$ cat src/rtl/ctrl_pipe_if.sv
// ID-slot inputs and EX/MEM/WB control outputs of the control pipeline.
// The design sits on the slave side; the driver of the ID slot is the master.
interface ctrl_pipe_if #(
  parameter int ALUOP_W = 2,
  parameter int RA_W    = 5,
  parameter int CNT_W   = 16
);
  logic [6:0]         op_i;
  logic [RA_W-1:0]    rs1_i;
  logic [RA_W-1:0]    rs2_i;
  logic [RA_W-1:0]    rd_i;
  logic               valid_i;
  logic               flush_i;
  logic               clr_cnt_i;
  logic               stall_o;
  logic               id_branch_o;
  logic               ex_valid_o;
  logic [ALUOP_W-1:0] ex_aluop_o;
  logic               ex_alusrc_o;
  logic               ex_illegal_o;
  logic               mem_valid_o;
  logic               mem_memread_o;
  logic               mem_memwrite_o;
  logic               mem_regwrite_o;
  logic [RA_W-1:0]    mem_rd_o;
  logic               wb_valid_o;
  logic               wb_regwrite_o;
  logic               wb_memtoreg_o;
  logic [RA_W-1:0]    wb_rd_o;
  logic [CNT_W-1:0]   retired_o;
  logic [CNT_W-1:0]   stalls_o;

  modport slave (
    input  op_i, rs1_i, rs2_i, rd_i, valid_i, flush_i, clr_cnt_i,
    output stall_o, id_branch_o, ex_valid_o, ex_aluop_o, ex_alusrc_o, ex_illegal_o,
           mem_valid_o, mem_memread_o, mem_memwrite_o, mem_regwrite_o, mem_rd_o,
           wb_valid_o, wb_regwrite_o, wb_memtoreg_o, wb_rd_o, retired_o, stalls_o
  );

  modport master (
    output op_i, rs1_i, rs2_i, rd_i, valid_i, flush_i, clr_cnt_i,
    input  stall_o, id_branch_o, ex_valid_o, ex_aluop_o, ex_alusrc_o, ex_illegal_o,
           mem_valid_o, mem_memread_o, mem_memwrite_o, mem_regwrite_o, mem_rd_o,
           wb_valid_o, wb_regwrite_o, wb_memtoreg_o, wb_rd_o, retired_o, stalls_o
  );
endinterface

$ cat src/rtl/ctrl_pipe.sv
// Decode / hazard / control pipeline for a 5-stage RV32 subset core:
// decodes in ID, carries the control bundle through EX, MEM and WB.
module ctrl_pipe #(
  parameter int ALUOP_W = 2,
  parameter int RA_W    = 5,
  parameter int CNT_W   = 16
) (
  input logic        clk_i,
  input logic        rst_i,
  ctrl_pipe_if.slave bus
);
  localparam logic [6:0] OP_R   = 7'b0110011;
  localparam logic [6:0] OP_I   = 7'b0010011;
  localparam logic [6:0] OP_LW  = 7'b0000011;
  localparam logic [6:0] OP_SW  = 7'b0100011;
  localparam logic [6:0] OP_BEQ = 7'b1100011;

  typedef struct packed {
    logic [ALUOP_W-1:0] aluop;
    logic               alusrc;
    logic               regwrite;
    logic               memread;
    logic               memwrite;
    logic               memtoreg;
    logic               illegal;
    logic [RA_W-1:0]    rd;
  } ex_t;

  typedef struct packed {
    logic            regwrite;
    logic            memread;
    logic            memwrite;
    logic            memtoreg;
    logic            illegal;
    logic [RA_W-1:0] rd;
  } mem_t;

  typedef struct packed {
    logic            regwrite;
    logic            memtoreg;
    logic            illegal;
    logic [RA_W-1:0] rd;
  } wb_t;

  ex_t              dec;
  logic             uses_rs2;
  logic             hazard;
  logic             bubble;
  logic             vld_p0, vld_p1, vld_p2;
  ex_t              ex_p0;
  mem_t             mem_p1;
  wb_t              wb_p2;
  logic [CNT_W-1:0] retired_q;
  logic [CNT_W-1:0] stalls_q;

  function automatic logic [CNT_W-1:0] sat_inc(input logic [CNT_W-1:0] cnt, input logic inc);
    return (inc && (cnt != {CNT_W{1'b1}})) ? cnt + CNT_W'(1) : cnt;
  endfunction

  always_comb begin
    dec      = '0;
    uses_rs2 = 1'b0;
    case (bus.op_i)
      OP_R:   begin dec.aluop = ALUOP_W'(2'b10); dec.regwrite = 1'b1; uses_rs2 = 1'b1; end
      OP_I:   begin dec.aluop = ALUOP_W'(2'b11); dec.alusrc = 1'b1; dec.regwrite = 1'b1; end
      OP_LW:  begin
        dec.alusrc   = 1'b1;
        dec.regwrite = 1'b1;
        dec.memread  = 1'b1;
        dec.memtoreg = 1'b1;
      end
      OP_SW:  begin dec.alusrc = 1'b1; dec.memwrite = 1'b1; uses_rs2 = 1'b1; end
      OP_BEQ: begin dec.aluop = ALUOP_W'(2'b01); uses_rs2 = 1'b1; end
      default: dec.illegal = 1'b1;
    endcase
    // A stage with no register write never exposes a destination.
    dec.rd = dec.regwrite ? bus.rd_i : '0;
  end

  // Load-use hazard: the load in EX cannot forward to the ID instruction in time.
  assign hazard = vld_p0 & ex_p0.memread & (ex_p0.rd != '0) & bus.valid_i &
                  ((ex_p0.rd == bus.rs1_i) | ((ex_p0.rd == bus.rs2_i) & uses_rs2)) &
                  ~bus.flush_i;
  assign bubble = hazard | bus.flush_i | ~bus.valid_i;

  assign bus.stall_o        = hazard;
  assign bus.id_branch_o    = bus.valid_i & (bus.op_i == OP_BEQ) & ~bus.flush_i;
  assign bus.ex_valid_o     = vld_p0;
  assign bus.ex_aluop_o     = ex_p0.aluop;
  assign bus.ex_alusrc_o    = ex_p0.alusrc;
  assign bus.ex_illegal_o   = ex_p0.illegal;
  assign bus.mem_valid_o    = vld_p1;
  assign bus.mem_memread_o  = mem_p1.memread;
  assign bus.mem_memwrite_o = mem_p1.memwrite;
  assign bus.mem_regwrite_o = mem_p1.regwrite;
  assign bus.mem_rd_o       = mem_p1.rd;
  assign bus.wb_valid_o     = vld_p2;
  assign bus.wb_regwrite_o  = wb_p2.regwrite;
  assign bus.wb_memtoreg_o  = wb_p2.memtoreg;
  assign bus.wb_rd_o        = wb_p2.rd;
  assign bus.retired_o      = retired_q;
  assign bus.stalls_o       = stalls_q;

  always_ff @(posedge clk_i or negedge rst_i) begin
    if (!rst_i) begin
      vld_p0 <= 1'b0;
      ex_p0  <= '0;
      vld_p1 <= 1'b0;
      mem_p1 <= '0;
      vld_p2 <= 1'b0;
      wb_p2  <= '0;
    end else begin
      // ID -> EX (_p0)
      vld_p0 <= ~bubble;
      ex_p0  <= bubble ? '0 : dec;
      // EX -> MEM (_p1)
      vld_p1          <= vld_p0;
      mem_p1.regwrite <= ex_p0.regwrite;
      mem_p1.memread  <= ex_p0.memread;
      mem_p1.memwrite <= ex_p0.memwrite;
      mem_p1.memtoreg <= ex_p0.memtoreg;
      mem_p1.illegal  <= ex_p0.illegal;
      mem_p1.rd       <= ex_p0.rd;
      // MEM -> WB (_p2)
      vld_p2         <= vld_p1;
      wb_p2.regwrite <= mem_p1.regwrite;
      wb_p2.memtoreg <= mem_p1.memtoreg;
      wb_p2.illegal  <= mem_p1.illegal;
      wb_p2.rd       <= mem_p1.rd;
    end
  end

  always_ff @(posedge clk_i or negedge rst_i) begin
    if (!rst_i) begin
      retired_q <= '0;
      stalls_q  <= '0;
    end else if (bus.clr_cnt_i) begin
      retired_q <= '0;
      stalls_q  <= '0;
    end else begin
      retired_q <= sat_inc(retired_q, vld_p2 & ~wb_p2.illegal);
      stalls_q  <= sat_inc(stalls_q, hazard);
    end
  end
endmodule

$ cat src/flat_wrapper.sv
// flat-port wrapper written by rule: the top's interface ports become plain ports
module ctrl_pipe_flat 
#(
  parameter int ALUOP_W = 2,
  parameter int RA_W    = 5,
  parameter int CNT_W   = 16
)
  (clk_i, rst_i, bus_op_i, bus_rs1_i, bus_rs2_i, bus_rd_i, bus_valid_i, bus_flush_i, bus_clr_cnt_i, bus_stall_o, bus_id_branch_o, bus_ex_valid_o, bus_ex_aluop_o, bus_ex_alusrc_o, bus_ex_illegal_o, bus_mem_valid_o, bus_mem_memread_o, bus_mem_memwrite_o, bus_mem_regwrite_o, bus_mem_rd_o, bus_wb_valid_o, bus_wb_regwrite_o, bus_wb_memtoreg_o, bus_wb_rd_o, bus_retired_o, bus_stalls_o);
  ctrl_pipe_if #(.ALUOP_W(ALUOP_W), .RA_W(RA_W), .CNT_W(CNT_W)) bus_i ();
  input logic clk_i;
  input logic rst_i;
  input wire logic [$bits(bus_i.op_i)-1:0] bus_op_i;
  input wire logic [$bits(bus_i.rs1_i)-1:0] bus_rs1_i;
  input wire logic [$bits(bus_i.rs2_i)-1:0] bus_rs2_i;
  input wire logic [$bits(bus_i.rd_i)-1:0] bus_rd_i;
  input wire logic [$bits(bus_i.valid_i)-1:0] bus_valid_i;
  input wire logic [$bits(bus_i.flush_i)-1:0] bus_flush_i;
  input wire logic [$bits(bus_i.clr_cnt_i)-1:0] bus_clr_cnt_i;
  output wire logic [$bits(bus_i.stall_o)-1:0] bus_stall_o;
  output wire logic [$bits(bus_i.id_branch_o)-1:0] bus_id_branch_o;
  output wire logic [$bits(bus_i.ex_valid_o)-1:0] bus_ex_valid_o;
  output wire logic [$bits(bus_i.ex_aluop_o)-1:0] bus_ex_aluop_o;
  output wire logic [$bits(bus_i.ex_alusrc_o)-1:0] bus_ex_alusrc_o;
  output wire logic [$bits(bus_i.ex_illegal_o)-1:0] bus_ex_illegal_o;
  output wire logic [$bits(bus_i.mem_valid_o)-1:0] bus_mem_valid_o;
  output wire logic [$bits(bus_i.mem_memread_o)-1:0] bus_mem_memread_o;
  output wire logic [$bits(bus_i.mem_memwrite_o)-1:0] bus_mem_memwrite_o;
  output wire logic [$bits(bus_i.mem_regwrite_o)-1:0] bus_mem_regwrite_o;
  output wire logic [$bits(bus_i.mem_rd_o)-1:0] bus_mem_rd_o;
  output wire logic [$bits(bus_i.wb_valid_o)-1:0] bus_wb_valid_o;
  output wire logic [$bits(bus_i.wb_regwrite_o)-1:0] bus_wb_regwrite_o;
  output wire logic [$bits(bus_i.wb_memtoreg_o)-1:0] bus_wb_memtoreg_o;
  output wire logic [$bits(bus_i.wb_rd_o)-1:0] bus_wb_rd_o;
  output wire logic [$bits(bus_i.retired_o)-1:0] bus_retired_o;
  output wire logic [$bits(bus_i.stalls_o)-1:0] bus_stalls_o;
  assign bus_i.op_i = bus_op_i;
  assign bus_i.rs1_i = bus_rs1_i;
  assign bus_i.rs2_i = bus_rs2_i;
  assign bus_i.rd_i = bus_rd_i;
  assign bus_i.valid_i = bus_valid_i;
  assign bus_i.flush_i = bus_flush_i;
  assign bus_i.clr_cnt_i = bus_clr_cnt_i;
  assign bus_stall_o = bus_i.stall_o;
  assign bus_id_branch_o = bus_i.id_branch_o;
  assign bus_ex_valid_o = bus_i.ex_valid_o;
  assign bus_ex_aluop_o = bus_i.ex_aluop_o;
  assign bus_ex_alusrc_o = bus_i.ex_alusrc_o;
  assign bus_ex_illegal_o = bus_i.ex_illegal_o;
  assign bus_mem_valid_o = bus_i.mem_valid_o;
  assign bus_mem_memread_o = bus_i.mem_memread_o;
  assign bus_mem_memwrite_o = bus_i.mem_memwrite_o;
  assign bus_mem_regwrite_o = bus_i.mem_regwrite_o;
  assign bus_mem_rd_o = bus_i.mem_rd_o;
  assign bus_wb_valid_o = bus_i.wb_valid_o;
  assign bus_wb_regwrite_o = bus_i.wb_regwrite_o;
  assign bus_wb_memtoreg_o = bus_i.wb_memtoreg_o;
  assign bus_wb_rd_o = bus_i.wb_rd_o;
  assign bus_retired_o = bus_i.retired_o;
  assign bus_stalls_o = bus_i.stalls_o;
  ctrl_pipe #(.ALUOP_W(ALUOP_W), .RA_W(RA_W), .CNT_W(CNT_W)) u_core (.clk_i(clk_i), .rst_i(rst_i), .bus(bus_i));
endmodule
$ cat config.mk
export PLATFORM = sky130hd
export DESIGN_NAME = ctrl_pipe_flat
export DESIGN_NICKNAME = d
export VERILOG_FILES = /design/src/rtl/ctrl_pipe_if.sv /design/src/rtl/ctrl_pipe.sv /design/src/flat_wrapper.sv
export SDC_FILE = /design/constraint.sdc
export NUM_CORES = 1
export LEC_CHECK = 0
export ABC_AREA = 1
export BUFFER_PORTS_ARGS = -buffer_cell sky130_fd_sc_hd__buf_2
export CORE_MARGIN = 2
export CORE_UTILIZATION = 57
export DETAILED_ROUTE_END_ITERATION = 8
export PLACE_DENSITY = 0.82
export SYNTH_ARGS = -nofsm -noshare
export SYNTH_HDL_FRONTEND = slang
export SYNTH_SLANG_ARGS = --single-unit
$ cat constraint.sdc
create_clock -name clk_i -period 3.7 [get_ports clk_i]
set_clock_uncertainty 0.15 [all_clocks]
set_input_delay 0 -clock clk_i [delete_from_list [all_inputs] [get_ports clk_i]]
set_output_delay 0 -clock clk_i [all_outputs]
set_load 0.1 [all_outputs]
# ---- Word level (Yosys, flattened, before mapping)
# Index checks and enable logic that the tools add are counted.
dict set report word_totals {
  regBits 66
  latchBits 0
  ram_bits 0
  mem_bits_ro 0
  in_bits 27
  output_inout_bits 56
  word_cells 72
  n_memories 0
}
dict set report op_classes {
  n_addsub 2
  multipliers 0
  div 0
  order_cmp 0
  n_eq_ne 9
  n_shift 0
  mux 13
  bitwise_logic 16
  n_reduce_logical 9
}
# cell n
set op_table {}
lappend op_table {{16-bit two-way mux} 4}
lappend op_table {{16-bit by 1-bit adder with 16-bit output, second input constant} 2}
lappend op_table {{16-bit != test, second input constant} 2}
lappend op_table {{7-bit by 6-bit == test with 1-bit output, second input constant} 2}
lappend op_table {{13-bit two-way mux} 1}
lappend op_table {{5-bit == test} 2}
lappend op_table {{1-bit AND} 9}
lappend op_table {{3-bit OR reduction} 3}
lappend op_table {{7-bit by 2-bit == test with 1-bit output, second input constant} 1}
lappend op_table {{7-bit by 5-bit == test with 1-bit output, second input constant} 1}
lappend op_table {{7-bit == test, second input constant} 1}
lappend op_table {{1-bit two-way mux} 6}
lappend op_table {{2-bit one-hot mux with 3 select lines} 1}
lappend op_table {{5-bit two-way mux} 1}
lappend op_table {{5-bit nonzero test} 1}
lappend op_table {{5-bit OR reduction} 1}
lappend op_table {{1-bit NOT} 4}
lappend op_table {{2-bit nonzero test} 2}
lappend op_table {{1-bit OR} 3}
lappend op_table {{1-bit logical AND} 2}

# ---- Logic depth before layout (Yosys ltp)
# Gate-level depths: netlist of run 1.
dict set report depth {
  word_depth 10
  ltp_mapped 12
  ltp_nobuf 12
}

# ---- Worst setup path before layout of run 1
# OpenSTA, ideal clock, no wires.
dict set report synth_path {
  kind {input-to-output}
  start {input bus_op_i[3]}
  end {output bus_id_branch_o}
  arrival_time_ps 2478
  required_ps 3550
  setup_slack_ps 1072
  cell_stages 5
  n_path_buf 0
  cell_sequence {nor2_1 -> nand3_1 -> nor2_1 -> nand2_1 -> nor3_1}
}
dict set report synth_via {
  elab_chain_len 3
}
# element line_no
set synth_rtl {}
lappend synth_rtl {{start: declaration} flat_wrapper.sv:12} ;# input wire logic [$bits(bus_i.op_i)-1:0] bus_op_i;
lappend synth_rtl {{7-bit == test} ctrl_pipe.sv:87} ;# assign bus.id_branch_o = bus.valid_i & (bus.op_i == OP_BEQ) & ~bus.flush_i;
lappend synth_rtl {{1-bit AND (2 in series)} ctrl_pipe.sv:87}
lappend synth_rtl {{end: declaration} flat_wrapper.sv:20} ;# output wire logic [$bits(bus_i.id_branch_o)-1:0] bus_id_branch_o;
# Every way passes these cells.

# ---- Worst setup path in the final report of run 1
dict set report layout_path {
  start {input bus_op_i[2]}
  end {register u_core.ex_p0, in the netlist u_core.bus.ex_aluop_o[1]}
}
dict set report layout_via {
  elab_chain_len 10
  word_cells_on_any_way 14
  cone_classes {4 x eq/ne; 3 x mux; 6 x bitwise; 1 x reduce/logical}
}
# element line_no
set layout_rtl {}
lappend layout_rtl {{7-bit by 6-bit == test with 1-bit output or 7-bit == test (tied branches)} ctrl_pipe.sv:63} ;# case (bus.op_i)
lappend layout_rtl {{3-bit OR reduction (no line)} --}
lappend layout_rtl {{1-bit two-way mux} ctrl_pipe.sv:63}
lappend layout_rtl {{1-bit AND} ctrl_pipe.sv:82} ;# ((ex_p0.rd == bus.rs1_i) | ((ex_p0.rd == bus.rs2_i) & uses_rs2)) &
lappend layout_rtl {{1-bit OR} ctrl_pipe.sv:82}
lappend layout_rtl {{1-bit AND} ctrl_pipe.sv:81} ;# assign hazard = vld_p0 & ex_p0.memread & (ex_p0.rd != '0) & bus.valid_i &
lappend layout_rtl {{1-bit AND} ctrl_pipe.sv:82}
lappend layout_rtl {{1-bit OR (2 in series)} ctrl_pipe.sv:84} ;# assign bubble = hazard | bus.flush_i | ~bus.valid_i;
lappend layout_rtl {{13-bit two-way mux *} ctrl_pipe.sv:115} ;# ex_p0 <= bubble ? '0 : dec;
lappend layout_rtl {{end signal: assignment} ctrl_pipe.sv:115}
lappend layout_rtl {{end: declaration} ctrl_pipe.sv:50} ;# ex_t ex_p0;
# Mark *: on every way between the ends. The rest lies on a longest branch, timed or not.
# A chain may end at the register's enable or synchronous reset.

==> results of run 1 <==
==> registers in the layout (all words and copies together), names as in the netlist, 2 cells and up <==
name	cells
u_core.bus.stalls_o	16
u_core.bus.ex_aluop_o	2
u_core.ex_p0	8
u_core.bus.mem_rd_o	5
u_core.bus.retired_o	16
u_core.bus.wb_rd_o	5
==> metrics by stage <==
stage	power (W)	cell area [um2]	hold WS, ns	util [%]
2_1_floorplan	0.000850	3290	-0.446	-
3_3_place_gp	0.000897	3670	0.0325	66.3
3_5_place_dp	0.000901	3670	0.0466	66.3
4_1_cts	0.00143	4010	0.00501	72.3
5_1_grt	0.00148	4010	0.0575	72.3
6_report	0.00142	4010	0.0393	72.3
==> critical path: stages <==
cell           delay [ns]
dlygate4sd3_1        0.54
buf_2                0.12
nor2_1               0.10
dlygate4sd3_1        0.56
nand2_1              0.08
dlygate4sd3_1        0.56
nor2_1               0.13
inv_1                0.07
nor3_1               0.16
dlygate4sd3_1        0.57
==> layout by cell type (no fill, tap or decap), drive strengths merged <==
master and n:
nor2 56, a31oi 1, clkinv 3, nand3 37, clkinvlp 1, dfrtp 64
buf 84, ha 2, o21ai 16, clkbuf 13, a21oi 6, dlygate4sd3 17
nor3b 3, o21a 1, inv 52, nand3b 1, nand4 9, xor2 10
o31ai 2, xnor2 5, nand2 119, nor3 15
==> per-layer routing <==
metal | wire, um | vias up
met5 | 0 | -
met3 | 479 | 32
met1 | 3260 | 1416
met4 | 265 | 0
li1 | - | 1491
met2 | 3670 | 110
==> final timing paths <==
kind                                               from                       end  slack [ns]  cells after the start
worst max-delay path                        bus_op_i[2]  u_core.bus.ex_aluop_o[1]        0.94                     10
worst min-delay path                        bus_op_i[3]    u_core.bus.ex_alusrc_o        0.04                      6
worst max register to register  u_core.bus.retired_o[0]  u_core.bus.retired_o[10]        1.18                      9
worst min register to register         u_core.mem_p1[5]           u_core.wb_p2[5]        0.21                      0
max in group asynchronous                         rst_i    u_core.bus.mem_rd_o[0]        2.33                      3
min in group asynchronous                         rst_i  u_core.bus.wb_regwrite_o        0.20                      2
==> power groups by stage <==
stage | Sequential, W | Clock (W) | Combinational [W]
2_1_floorplan | 0.000799 | 0 | 0.0000504
3_3_place_gp | 0.000733 | 0 | 0.000164
3_5_place_dp | 0.000734 | 0 | 0.000167
4_1_cts | 0.000721 | 0.000526 | 0.000178
5_1_grt | 0.000723 | 0.000562 | 0.000193
6_report | 0.000721 | 0.000521 | 0.000179
==> cells by family after synthesis <==
family | count (synthesis) | share of synthesized area (%)
XOR/XNOR | 15 | 3.99
adder cells (fa/ha/maj) | 2 | 0.759
flip-flops | 64 | 48.6
AO/OA/AOI/OAI | 26 | 4.22
AND/OR/NAND/NOR | 240 | 32.2
buffers and inverters | 73 | 10.3
==> cell type report <==
| class | instances | area (um2) | area share [%] |
|---|---|---|---|
| well taps | 72 | 90.1 | 2.25 |
| flip-flops and latches | 64 | 1600 | 40.0 |
| clock buffers | 13 | 149 | 3.72 |
| repair buffers | 101 | 596 | 14.9 |
| multi-input cells | 283 | 1360 | 33.8 |
| inverters | 53 | 199 | 4.96 |
| clock inverters | 3 | 17.5 | 0.437 |
==> results.json, run 1 <==
{
  "use_met2_pct": 42.9,
  "ys_ff_latch": 64,
  "cp.arrival_ns": 2.88,
  "cellLeakagePower_nw": 2.18,
  "fin_setup_tns_ns": 0,
  "gr-usage-met1_pct": 32.4,
  "grt_pass1_wl_um": 12900,
  "synthTopCellsByCount": "nand2_1 (118), dfrtp_1 (64), nor2_1 (55)",
  "dp_slack_ns": 1.22,
  "syn_area_per_cell_um2": 7.84,
  "viasPerCell": 5.18,
  "antenna_found_initial": 0,
  "start_util_pct": 59.5,
  "vias": 3049,
  "cts_sinks": 64,
  "die_h_um": 80.0,
  "postCtsSetupRepairBufs": 0,
  "seq_area_frac_synth_pct": 48.6,
  "dieWidth_um": 80.0,
  "drc": 0,
  "dieArea_um2": 6400,
  "root_buffer": "clkbuf_8",
  "start_kind": "input pin",
  "setup_viol": 0,
  "insertion_delay_ns": 0.33,
  "hold_viol_final": 0,
  "overflow": 0,
  "clkPwrFrac_pct": 36.7,
  "intPower_w": 0.00101,
  "fill_cells": 430,
  "syn_inst": 420,
  "route.final.wire_length_um": 7680,
  "crit_required_ns": 3.82,
  "cts_tree": "built",
  "cts_resized": 0,
  "ir_worst_vdd_uv": 382,
  "seqPwrFrac_pct": 50.8,
  "syn_nets": 449,
  "end_kind": "flip-flop",
  "dp_hpwl_um": 5060,
  "drt_pass1_iterations": 5,
  "crit_type": "in -> reg",
  "rsz0062_at_grt": "false",
  "grt.busiest_layer": "met2",
  "p_per_area_nw_per_um2": 354,
  "cts_max_level": 3,
  "finalWorstSetupSlack_ns": 0.939,
  "cts-hold-fix-buffers": 17,
  "outcome": "finished, final reports clean",
  "switching_share_pct": 28.7,
  "synth_area_um2": 3290,
  "yosys.area.top_type": "dfrtp_1",
  "ys_async_sr_fraction_pct": 100,
  "fin_crit_sh_pct": 74.6,
  "routabilityCongestion": 0.917,
  "layout-drive-gt1-share_pct": 20.3,
  "cts-buffers-inserted": 9,
  "grt_use_total_pct": 25.8,
  "ys.flop_type": "dfrtp_1",
  "diodes": 0,
  "synth_cell_types": 29,
  "fp-row-count": 27,
  "yosys-top-cells-area": "dfrtp_1 (49%), nand2_1 (13%), nor2_1 (6.3%)",
  "io_pins": 83,
  "ctsLongestPathBuffers": 2,
  "design.core.area_um2": 5540,
  "switching_power_w": 0.000407,
  "worstPathMaxFanout": 2,
  "ys_warn_count": 0,
  "drtIter0Drc": 189,
  "synth_edf_count": 0,
  "dp.cells": 556,
  "fin_crit_ns": 2.76,
  "slew_headroom_pct": 37.0,
  "netlist.area_leader.share_pct": 48.6,
  "grt_pass1_vias": 2961,
  "grt_max_degree": 43,
  "area_growth_pct": 21.6,
  "grt_util_met3_pct": 4.30,
  "worst_slew_pin_slew_ns": 0.945,
  "detail_route.wl_per_cell_um": 13.0,
  "yosysMostFrequentCell": "nand2_1",
  "fmax_mhz": 362,
  "hold_class": "in -> reg",
  "finalNonFillerCells": 589,
  "final_antenna_net_count": 0,
  "fin_nets": 541,
  "drv_cap": 0,
  "drv_slew": 0,
  "numPortBuffers": 82,
  "clkTransAtPathRegs_ns": 0.07,
  "pwr-share-comb_pct": 12.6
}
Power figures use the tool's default switching activity.
==> inputs of run 2 (changes only) <==
--- a/config.mk
+++ b/config.mk
@@ -8,9 +8,9 @@
 export ABC_AREA = 1
 export BUFFER_PORTS_ARGS = -buffer_cell sky130_fd_sc_hd__buf_2
 export CORE_MARGIN = 2
-export CORE_UTILIZATION = 57
+export CORE_UTILIZATION = 53
 export DETAILED_ROUTE_END_ITERATION = 8
-export PLACE_DENSITY = 0.82
+export PLACE_DENSITY = 0.77
 export SYNTH_ARGS = -nofsm -noshare
 export SYNTH_HDL_FRONTEND = slang
 export SYNTH_SLANG_ARGS = --single-unit
==> constraint.sdc (replaced) <==
create_clock -name clk_i -period 2.8 [get_ports clk_i]
set_clock_uncertainty 0.15 [all_clocks]
set_input_delay 0 -clock clk_i [delete_from_list [all_inputs] [get_ports clk_i]]
set_output_delay 0 -clock clk_i [all_outputs]
set_load 0.1 [all_outputs]
==> run 2 against run 1 <==
Net effect:
- clock power increased by 52%
- setup slack got worse by 0.68 ns
- largest power group unchanged
- register-to-register slack got worse by 0.65 ns
- count of clock-buffer cells in the layout down 4
- total power up 40%
- cell count is 1.9% higher
- sequential share of layout area fell by 1.0 points
==> results.json, run 2 (synthesized netlist as in run 1, its figures left out) <==
{
  "fmax_mhz": 393,
  "end_kind": "output pin",
  "met1_length_um": 3380,
  "hold_slack_ns": 0.0657,
  "ir_worst_vdd_uv": 378,
  "crit_path_cell_trace": "dlygate4sd3_1 -> buf_2 -> nor2_1 -> nand3_1 -> dlygate4sd3_1 -> nor2_1 -> nand2_1 -> nor3_1 -> buf_2",
  "finalWorstSetupSlack_ns": 0.256,
  "start_kind": "input pin",
  "layout-drive-gt1-share_pct": 21.0,
  "cellLeakagePower_nw": 2.25,
  "io_pins": 83,
  "drc": 0,
  "dr_wl_met3_um": 456,
  "routabilityCongestion": 0.893,
  "area_growth_pct": 24.9,
  "outcome": "finished, final reports clean",
  "drtIter0Drc": 246,
  "fin_setup_tns_ns": 0,
  "dieWidth_um": 82.8,
  "crit_type": "in -> out",
  "hold_class": "in -> async",
  "cts_sinks": 64,
  "final_common_cell": "nand2_1",
  "wl_met2_um": 3960,
  "grt_pass1_wl_um": 13700,
  "cts-buffers-inserted": 9,
  "numPortBuffers": 82,
  "worst_slew_pin_slew_ns": 0.778,
  "drv_cap": 0,
  "antenna_found_initial": 0,
  "fill_cells": 496,
  "detail_route.wl_per_cell_um": 13.3,
  "dp.cells": 561,
  "start_util_pct": 55.3,
  "dp_slack_ns": 0.592,
  "hold_viol_final": 0,
  "final_antenna_net_count": 0,
  "top_layer": "met4",
  "slew_headroom_pct": 48.0,
  "insertion_delay_ns": 0.34,
  "clkTransAtPathRegs_ns": 0.08,
  "grt_pass1_vias": 2964,
  "p_per_area_nw_per_um2": 483,
  "cp.arrival_ns": 2.39,
  "design.core.area_um2": 5960,
  "crit_required_ns": 2.65,
  "fin_nets": 549,
  "fin_crit_ns": 2.54,
  "postCtsSetupRepairBufs": 0,
  "setup_viol": 0,
  "worstPathMaxFanout": 3,
  "grt_max_degree": 29,
  "die_h_um": 82.8,
  "rsz0062_at_grt": "false",
  "overflow": 0,
  "finalNonFillerCells": 600,
  "route.final.wire_length_um": 8010,
  "cts_tree": "built",
  "dp_hpwl_um": 5410,
  "viasPerCell": 5.16,
  "cts_max_level": 3,
  "fin_crit_sh_pct": 90.8,
  "vias": 3096,
  "drt_pass1_iterations": 5,
  "layout_common_cells": "nand2_1 (118), buf_2 (82), dfrtp_1 (64), nor2_1 (55), inv_1 (52)",
  "critical_path.max_stage_delay_ns": 0.58,
  "root_buffer": "clkbuf_8",
  "fp-row-count": 28,
  "slowest_stage": "dlygate4sd3_1",
  "grt_use_total_pct": 24.3,
  "drv_slew": 0,
  "dieArea_um2": 6860,
  "ctsLongestPathBuffers": 2,
  "diodes": 0
}
run 2: cell types whose count changed in the layout (fill, tap and decap cells not counted):
cell           change
clkbuf_8           -1
dlygate4sd3_1      +6
clkinv_2           +1
clkbuf_1           -3
clkinv_4           +2
bufinv_16          +1
clkinvlp_4         -1
o21ai_0            -1
inv_6              +1
buf_4              +2
o21ai_1            +1
run 2: stage by stage:
stage	utilization, %	power (W)	instance area [um2]
2_1_floorplan	-	0.00112	3290
3_3_place_gp	62.0	0.00119	3690
3_5_place_dp	62.0	0.00119	3690
4_1_cts	69.1	0.00200	4120
5_1_grt	69.1	0.00207	4120
6_report	69.1	0.00199	4120
run 2: layout make-up:
class                           instances  area, um2  share of cell area [%]
Sequential cell                        64       1600                    38.9
Clock inverter                          7       71.3                    1.73
Tap cell                               75       93.8                    2.28
Multi-Input combinational cell        283       1360                    32.9
Inverter                               53        199                    4.83
Timing Repair Buffer                  109        671                    16.3
Clock buffer                            9        124                    3.01
run 2: worst paths after layout:
| kind | from | to | slack [ns] | cells after the start |
|---|---|---|---|---|
| setup / recovery | bus_op_i[2] | bus_id_branch_o | 0.26 | 9 |
| hold / removal | rst_i | u_core.bus.retired_o[15] | 0.07 | 3 |
| setup reg to reg | u_core.bus.retired_o[0] | u_core.bus.retired_o[10] | 0.53 | 9 |
| hold reg to reg | u_core.mem_p1[5] | u_core.wb_p2[5] | 0.20 | 0 |
| max in group asynchronous | rst_i | u_core.bus.mem_rd_o[1] | 1.29 | 3 |
| min in group clk_i | bus_valid_i | u_core.bus.ex_illegal_o | 0.10 | 5 |
run 2: per-layer routing:
metal  global-route usage [%]  vias up
met1                     30.9     1448
met5                        0        -
li1                         -     1511
met3                     5.37       21
met4                     10.1        0
met2                     40.0      116
run 2: what timing repair did:
item | 4_1_cts | 5_1_grt
endpoints found under the setup margin | 0 | 2
gates resized for setup | 0 | 1
endpoints found under the hold margin | 76 | 0
hold buffers | 23 | 0
run 2: power by group:
| group | internal, W | switching (W) | total [W] |
|---|---|---|---|
| Combinational | 0.0000610 | 0.000180 | 0.000241 |
| Sequential | 0.000938 | 0.0000146 | 0.000953 |
| Clock | 0.000412 | 0.000382 | 0.000794 |
| Total | 0.00141 | 0.000577 | 0.00199 |
run 2: critical path: cells and delay by family:
kind	cells	cell delay, ns
AND/OR/NAND/NOR	5	0.70
buffers and inverters	4	1.69
==> inputs of run 3 (changes only) <==
--- a/config.mk
+++ b/config.mk
@@ -10,7 +10,7 @@
 export CORE_MARGIN = 2
 export CORE_UTILIZATION = 53
 export DETAILED_ROUTE_END_ITERATION = 8
-export PLACE_DENSITY = 0.77
+export PLACE_DENSITY = 0.78
 export SYNTH_ARGS = -nofsm -noshare
 export SYNTH_HDL_FRONTEND = slang
 export SYNTH_SLANG_ARGS = --single-unit
==> run 3 against run 2 <==
Net effect:
- via count down 1.1%
- wire length down 2.6%
- hold slack worse by 0.042 ns
- final area up 0.43%
- largest cell class unchanged
- sequential power about the same
- die area unchanged
- total power up 7.5%
- flip-flop and latch count unchanged
- utilization up 0.29 points
- combinational power about the same
- clock power up 19%
==> results.json, run 3 (synthesized netlist as in run 1, its figures left out) <==
{
  "start_kind": "input pin",
  "routabilityCongestion": 0.928,
  "layout-drive-gt1-share_pct": 20.9,
  "start_util_pct": 55.3,
  "fin_nets": 547,
  "fin_crit_sh_pct": 94.3,
  "clkTransAtPathRegs_ns": 0.07,
  "fin_setup_tns_ns": 0,
  "insertion_delay_ns": 0.33,
  "cts_sinks": 64,
  "worstPathMaxFanout": 3,
  "fp-row-count": 28,
  "wl_met2_um": 3920,
  "cp.arrival_ns": 2.76,
  "grt_use_total_pct": 23.7,
  "end_kind": "flip-flop",
  "fmax_mhz": 379,
  "cellLeakagePower_nw": 2.26,
  "finalWorstSetupSlack_ns": 0.159,
  "ctsLongestPathBuffers": 2,
  "top_layer": "met4",
  "cts_resized": 0,
  "switching_share_pct": 25.9,
  "area_growth_pct": 25.4,
  "outcome": "finished, final reports clean",
  "intPower_w": 0.00158,
  "final_common_cell": "nand2_1",
  "route.final.wire_length_um": 7800,
  "overflow": 0,
  "dp_slack_ns": 0.675,
  "drtIter0Drc": 145,
  "cts_max_level": 3,
  "detail_route.wl_per_cell_um": 13.1,
  "switching_power_w": 0.000554,
  "placed_cell_area_um2": 3690,
  "p_per_area_nw_per_um2": 517,
  "vias": 3062,
  "viasPerCell": 5.13,
  "drv_slew": 0,
  "dr_wl_met3_um": 402,
  "ir_worst_vdd_uv": 638,
  "seqPwrFrac_pct": 44.6,
  "setup_viol": 0,
  "dieArea_um2": 6860,
  "drc": 0,
  "rsz0062_at_grt": "false",
  "dp_hpwl_um": 5240,
  "drt_pass1_iterations": 4,
  "drv_cap": 0,
  "design.core.area_um2": 5960,
  "pwr-share-comb_pct": 11.2,
  "worst_slew_pin_slew_ns": 0.786,
  "clkPwrFrac_pct": 44.2,
  "layout_common_cells": "nand2_1 (118), buf_2 (82), dfrtp_1 (64), nor2_1 (55), inv_1 (52)",
  "cts-buffers-inserted": 9,
  "fill_cells": 501,
  "grt_max_degree": 65,
  "critical_path.max_stage_delay_ns": 0.56,
  "dieWidth_um": 82.8,
  "crit_path_cell_trace": "dlygate4sd3_1 -> buf_2 -> nor2_1 -> dlygate4sd3_1 -> nand2_1 -> nor2_1 -> inv_1 -> o21ai_0 -> nand2_1 -> nor2_1 -> dlygate4sd3_1",
  "antenna_found_initial": 0,
  "root_buffer": "clkbuf_8",
  "grt_pass1_vias": 3065,
  "slowest_stage": "dlygate4sd3_1",
  "hold_viol_final": 0,
  "grt_pass1_wl_um": 13400,
  "slew_headroom_pct": 47.6,
  "crit_type": "in -> reg",
  "final_antenna_net_count": 0,
  "die_h_um": 82.8,
  "io_pins": 83,
  "final_area_um2": 4130,
  "diodes": 0,
  "fin_crit_ns": 2.64,
  "numPortBuffers": 82,
  "hold_class": "in -> reg",
  "crit_required_ns": 2.92,
  "cts_tree": "built",
  "met1_length_um": 3290
}
[run 3: power by group through the flow]
stage	Clock (W)	Combinational [W]	Sequential (W)
after floorplan	0	0.0000665	0.00106
after global placement	0	0.000221	0.000969
after detailed placement	0	0.000224	0.000971
after CTS	0.000959	0.000241	0.000954
after global routing	0.000998	0.000261	0.000956
final	0.000943	0.000240	0.000953
[run 3: layout make-up]
type	instances	area, um2	share of cell area (%)
timing repair buffer	107	651	15.7
multi-input combinational	283	1360	32.8
clock buffer	9	124	3.00
sequential	64	1600	38.8
inverter	53	199	4.81
clock inverter	6	109	2.63
tap	75	93.8	2.27
[run 3: metrics by stage]
stage | power (W) | hold WS, ns | utilization (%) | std cells
after floorplan | 0.00112 | -0.446 | - | 420
after global placement | 0.00119 | 0.0651 | 62.0 | 561
after detailed placement | 0.00119 | 0.0678 | 62.0 | 561
after CTS | 0.00215 | 0.00747 | 69.4 | 597
after global routing | 0.00222 | 0.0675 | 69.4 | 597
final | 0.00214 | 0.0240 | 69.4 | 597
[run 3: worst paths after layout]
check | from | end | slack (ns) | cells past startpoint
worst max-delay path | bus_op_i[2] | u_core.ex_p0[1] | 0.16 | 11
worst min-delay path | bus_flush_i | u_core.bus.ex_illegal_o | 0.02 | 4
worst max register to register | u_core.ex_p0[0] | u_core.bus.ex_aluop_o[1] | 0.53 | 11
worst min register to register | u_core.ex_p0[9] | u_core.bus.mem_regwrite_o | 0.21 | 0
max in group asynchronous | rst_i | u_core.bus.retired_o[15] | 1.77 | 3
min in group asynchronous | rst_i | u_core.bus.wb_rd_o[3] | 0.21 | 3
[run 3: critical path, delay by kind of cell]
family                 cells  cell delay (ns)
buffers and inverters      5             1.86
and+or+nand+nor            5             0.54
AOI/OAI and AO/OA          1             0.37
[run 3: per-layer routing]
metal | vias up | global-route usage [%]
met5 | - | 0
met4 | 0 | 10.9
met3 | 20 | 5.27
met2 | 93 | 40.0
met1 | 1446 | 29.0
li1 | 1503 | -
[run 3: repair_timing]
item                                   CTS  global route
hold buffers                            21             0
buffers inserted                         0             0
endpoints found under the hold margin   76             0
